$ cat config.mk
export PLATFORM = sky130hd
export DESIGN_NAME = dmem_arbiter
export DESIGN_NICKNAME = d
export VERILOG_FILES = /design/src/rtl/dmem_arbiter.sv
export SDC_FILE = /design/constraint.sdc
export NUM_CORES = 1
export LEC_CHECK = 0
export CORE_ASPECT_RATIO = 1.2
export CORE_MARGIN = 2
export CORE_UTILIZATION = 37
export DETAILED_ROUTE_END_ITERATION = 8
export HOLD_SLACK_MARGIN = 0.08
export PLACE_DENSITY = 0.78
export SETUP_SLACK_MARGIN = 0.4
export SYNTH_ARGS = -nofsm -noshare
export SYNTH_HDL_FRONTEND = slang
export SYNTH_SLANG_ARGS = --single-unit
$ cat constraint.sdc
create_clock -name clk -period 1.95 [get_ports clk]
set_input_delay 0.39 -clock clk [delete_from_list [all_inputs] [get_ports clk]]
set_output_delay 0.39 -clock clk [all_outputs]
set_load 0.02 [all_outputs]
$ cat src/rtl/dmem_arbiter.sv
// Two-port arbiter/sequencer in front of the 8-bit data memory.
// Each transaction is three cycles: a grant edge, one strobe cycle, then a one-cycle ack.
module dmem_arbiter #(
  parameter int ADDR_W         = 8,
  parameter int DATA_W         = 8,
  parameter int FIXED_PRIORITY = 0
) (
  input  logic              clk,
  input  logic              rst_n,
  input  logic              req0,
  input  logic              req1,
  input  logic              we0,
  input  logic              we1,
  input  logic [ADDR_W-1:0] addr0,
  input  logic [ADDR_W-1:0] addr1,
  input  logic [DATA_W-1:0] wdata0,
  input  logic [DATA_W-1:0] wdata1,
  output logic              ack0,
  output logic              ack1,
  output logic [DATA_W-1:0] rdata,
  output logic              grant_id,
  output logic              busy,
  output logic [ADDR_W-1:0] mem_address,
  output logic [DATA_W-1:0] mem_write_data,
  output logic              mem_write,
  output logic              mem_read,
  input  logic [DATA_W-1:0] mem_data_out
);

  typedef enum logic [1:0] {IDLE, ACCESS, DONE} state_t;

  state_t r_state;
  logic   r_last;
  logic   w_any;
  logic   w_pick;
  logic   w_we;

  // Port 1 wins if it is the only requester, or on a tie when round-robin
  // and port 0 was granted last.
  assign w_any  = req0 | req1;
  assign w_pick = req1 & (~req0 | ((FIXED_PRIORITY == 0) & ~r_last));
  assign w_we   = w_pick ? we1 : we0;

  assign rdata  = (ack0 | ack1) ? mem_data_out : '0;

  always_ff @(posedge clk or negedge rst_n) begin
    if (!rst_n) begin
      r_state        <= IDLE;
      r_last         <= 1'b1;
      ack0           <= 1'b0;
      ack1           <= 1'b0;
      grant_id       <= 1'b0;
      busy           <= 1'b0;
      mem_address    <= '0;
      mem_write_data <= '0;
      mem_write      <= 1'b0;
      mem_read       <= 1'b0;
    end else begin
      case (r_state)
        IDLE: begin
          if (w_any) begin
            r_state        <= ACCESS;
            busy           <= 1'b1;
            grant_id       <= w_pick;
            r_last         <= w_pick;
            mem_address    <= w_pick ? addr1 : addr0;
            mem_write_data <= w_pick ? wdata1 : wdata0;
            mem_write      <= w_we;
            mem_read       <= ~w_we;
          end
        end
        ACCESS: begin
          r_state   <= DONE;
          mem_write <= 1'b0;
          mem_read  <= 1'b0;
          ack0      <= ~grant_id;
          ack1      <= grant_id;
        end
        DONE: begin
          r_state <= IDLE;
          ack0    <= 1'b0;
          ack1    <= 1'b0;
          busy    <= 1'b0;
        end
        default: r_state <= IDLE;
      endcase
    end
  end

endmodule

After elaboration in Yosys (flattened, before gate mapping)
Cells that the tools add are included.
{"block": "word_totals", "regBits": 25, "inputBits": 46, "output_inout_bits": 30}
{"block": "op_classes", "n_eq_ne": 3, "muxes": 14, "n_bitwise": 8, "n_reduce_logical": 7}
{"cell": "2-to-1 mux 8 bit", "n": 3}
{"cell": "one-hot mux 1 bit (2 select lines)", "n": 5}
{"cell": "AND reduction 2 bit", "n": 3}
{"cell": "nonzero test 2 bit", "n": 3}
{"cell": "2-to-1 mux 1 bit", "n": 4}
{"cell": "inverter 1 bit", "n": 4}
{"cell": "one-hot mux 2 bit (2 select lines)", "n": 1}
{"cell": "bitwise OR 1 bit", "n": 3}
{"cell": "== test 2 x 1 -> 1 bit (second input constant)", "n": 1}
{"cell": "== test 2 bit (second input constant)", "n": 1}
{"cell": "logical NOT 2 bit", "n": 1}
{"cell": "2-to-1 mux 2 bit", "n": 1}
{"cell": "inequality test 2 bit (second input constant)", "n": 1}
{"cell": "AND 1 bit", "n": 1}

Longest topological paths before layout
{"block": "logic_depth", "word_depth": 7, "mapped_depth": 6, "mapped_depth_nobuf": 5}

Worst setup path after synthesis
No wires, ideal clock.
{"block": "synth_timing", "path_kind": "reg-to-reg", "start": "register r_state[0]", "end": "register mem_read", "arrival_time_ns": 1.355, "required_ns": 1.884, "path_slack_ns": 0.529, "stages_incl_launch_ff": 6, "n_path_buf": 0, "period_less_slack_ns": 1.421, "cell_sequence": "dfrtp_1 > inv_1 > ha_1 > or3b_4 > o21ai_1 > a22o_1"}
{"block": "synth_between", "elab_chain_len": 3, "word_cells_on_any_way": 6}
{"element": "start: declaration", "line_no": "32", "source": "state_t r_state;"}
{"element": "start signal: assignment", "line_no": "48", "source": "r_state <= IDLE;"}
{"element": "start signal: assignment", "line_no": "62", "source": "r_state <= ACCESS;"}
{"element": "start signal: assignment", "line_no": "73", "source": "r_state <= DONE;"}
{"element": "== test 2 x 1 -> 1 bit / logical NOT 2 bit (equally long branches)", "line_no": "59", "source": "case (r_state)"}
{"element": "nonzero test 2 bit (no line) / inequality test 2 bit (equally long branches)"}
{"element": "AND reduction 2 bit (no line)"}
{"element": "end signal: assignment", "line_no": "69", "source": "mem_read <= ~w_we;"}
{"element": "end: declaration", "line_no": "26", "source": "output logic mem_read,"}
Parallel ways exist; a longest one is shown, timed or not.
A chain may end at the register's enable or synchronous reset.

Final worst setup path
{"block": "layout_timing", "start": "input mem_data_out[5]", "end": "output rdata[5]"}
{"block": "layout_between", "elab_chain_len": 1}
{"element": "start: declaration", "line_no": "27", "source": "input logic [DATA_W-1:0] mem_data_out"}
{"element": "2-to-1 mux 8 bit", "line_no": "44", "source": "assign rdata = (ack0 | ack1) ? mem_data_out : '0;"}
{"element": "end: declaration", "line_no": "20", "source": "output logic [DATA_W-1:0] rdata,"}
Every way passes these cells.

==> impl_metrics.json <==
{
  "outcome": "completed",
  "finClkSkew_ps": 4.07,
  "min_period_ps": 1550,
  "htree_levels": 1,
  "grt_pass1_wl_mm": 5.55,
  "synth_cell_types": 22,
  "synth_edf_count": 0,
  "powerDensity_nw_per_um2": 1380,
  "cap_violations": 0,
  "worstMarginPinSlew_ps": 315,
  "via_per_inst": 4.94,
  "ant_nets": 0,
  "die_w_um": 56.7,
  "synth.avg_cell_area_um2": 10.5,
  "cts-root-buf": "clkbuf_8",
  "ir_worst_vdd_v": 0.000879,
  "cp-end-kind": "primary output",
  "fmax_mhz": 644,
  "design_area_um2": 2050,
  "yosysSeqAreaShare_pct": 50.8,
  "clk_pin_slew_ps": 80,
  "n_antenna_cell": 0,
  "core-area_um2": 3280,
  "via_count": 1162,
  "wl_per_cell_um": 13.6,
  "setup_slack_ps": 397,
  "gp_congestion": 0.763,
  "synth_nets": 168,
  "cts.sinks": 25,
  "min_path_type": "primary input to asynchronous set/reset pin",
  "cts_hold_buf": 0,
  "synth-seq-cells": 25,
  "cts_buffers": 3,
  "groute.usage.overall_pct": 19.3,
  "busiest_layer": "met2",
  "grt-ovfl-total": 0,
  "synth_xor_area_share_pct": 0,
  "first_pass_iters": 6,
  "drc_errors": 0,
  "fin_util_pct": 62.4,
  "path_max_fanout": 1,
  "row_count": 23,
  "hold_violations": 0,
  "tritoncts": "done",
  "tns_ps": 0,
  "hold_slack_ps": 475,
  "postSynthCellCount": 118,
  "syn_area_um2": 1230,
  "start_util_pct": 37.6,
  "drt_iter0_drc": 19,
  "max-clock-path-buffers": 2,
  "die_y_um": 67.3,
  "required_ps": 1560,
  "min_period_over_period_pct": 79.7,
  "timing.slew.headroom_pct": 79.0,
  "clk_latency_ps": 270,
  "synthAdderAreaFrac_pct": 4.05,
  "synth_compound_area_share_pct": 12.8,
  "cp.arrival_ps": 1160,
  "dieArea_um2": 3820,
  "drive_gt1_share_pct": 13.6,
  "synthMuxAreaShare_pct": 14.7,
  "grt_use_met1_pct": 18.3,
  "ys.flop_type": "dfrtp_1",
  "totalWireLength_mm": 3.19,
  "nets": 249,
  "io_pins": 76,
  "area_growth_pct": 65.8,
  "gr-usage-met2_pct": 37.9,
  "rsz0062_at_grt": "yes",
  "p_leak_nw": 0.996,
  "yosys.area_share.simple_pct": 13.1,
  "synth_top_family_by_area": "multiplexers",
  "placed_area_um2": 2040,
  "grt_max_degree": 26,
  "placement.io_buffers": 75,
  "place_hpwl_mm": 2.58,
  "slew_violations": 0,
  "antenna_found_initial": 0,
  "pre_cts_slack_ps": -58.8,
  "setup_viol": 0,
  "grt_pass1_vias": 1213,
  "crit_type": "primary input to primary output",
  "synthArstFlopShare_pct": 100,
  "cp-start-kind": "primary input",
  "grtUsageMet3_pct": 4.79,
  "yosys_warnings": 0
}
==> kinds of logic (layout without fill, tap and decap cells) <==
family | after synthesis | after routing
simple gates | 34 | 34
compound gates | 28 | 28
flops | 25 | 25
mux | 18 | 18
buf+inv | 9 | 89
fa+ha+maj | 4 | 4
==> metal layers <==
metal | up-vias | wire length, um
li1 | 563 | -
met1 | 542 | 1120
met2 | 49 | 1740
met3 | 8 | 241
met4 | 0 | 92
met5 | - | 0
==> where the power goes <==
| group | leakage, nW | internal [mW] | switching (mW) |
|---|---|---|---|
| clock | 0.0228 | 0.146 | 0.153 |
| sequential | 0.305 | 0.776 | 0.139 |
| combinational | 0.668 | 0.695 | 0.909 |
==> stage by stage <==
stage	std cells	power (mW)
6_report	235	2.82
2_1_floorplan	118	1.88
3_5_place_dp	231	2.69
3_3_place_gp	231	2.63
5_1_grt	235	3.06
4_1_cts	235	2.83
==> worst max-delay path, stage by stage <==
cell and delay, ps:
clkdlybuf4s50_1 470, nor2b_1 150, buf_4 160
==> area by class of cell <==
class | count | area [um^2]
Clock buffer | 4 | 45.0
Fill cell | 298 | 1230
Inverter | 4 | 15.0
Multi-Input combinational cell | 84 | 571
Sequential cell | 25 | 627
Tap cell | 37 | 46.3
Timing Repair Buffer | 81 | 743
==> flip-flops by register name (all words and copies together) (netlist names) <==
name            count
mem_address         8
mem_write_data      8
r_state             2
ack0                1
ack1                1
busy                1
grant_id            1
mem_read            1
mem_write           1
r_last              1
==> worst paths after layout <==
path                       slack, ps   endpoint  depth (start not counted)            start
hold / removal                   480   grant_id                          2            rst_n
setup reg to reg                 480   mem_read                          5       r_state[0]
max in group asynchronous       1190     r_last                          2            rst_n
min in group clk                 490  mem_write                          1        mem_write
hold reg to reg                  490  mem_write                          1        mem_write
setup / recovery                 400   rdata[5]                          3  mem_data_out[5]
==> timing repair <==
item,CTS,global route
endpoints found under the setup margin,33,12
buffers inserted,0,0
endpoints found under the hold margin,0,0
pin swaps,0,1
gates resized for setup,56,9
gates cloned,0,0
==> synth_stat cells, drive strengths merged, types with 2 or more instances <==
cell type	count	area [um^2]
inv	4	15.0
o2bb2ai	2	17.5
buf	5	42.5
ha	4	50.1
nor2	3	11.3
mux2i	17	170
o21ai	22	110
dfrtp	24	601
nand2	20	75.1
nor2b	8	50.1
==> cell usage in the layout, fill, tap and decap left out, types with 2 or more instances in the layout <==
cell | Yosys | layout
buf_2 | 1 | 5
ha_1 | 4 | 3
o21ai_1 | 21 | 20
dlygate4sd2_1 | 0 | 22
o2bb2ai_1 | 2 | 2
clkdlybuf4s50_1 | 0 | 45
inv_2 | 0 | 2
nor2b_1 | 8 | 8
buf_6 | 2 | 2
dfrtp_1 | 24 | 24
nor2_1 | 3 | 3
clkbuf_8 | 0 | 3
nand2_1 | 20 | 20
inv_1 | 4 | 2
buf_4 | 2 | 7
mux2i_1 | 17 | 16
Power figures use the tool's default switching activity.
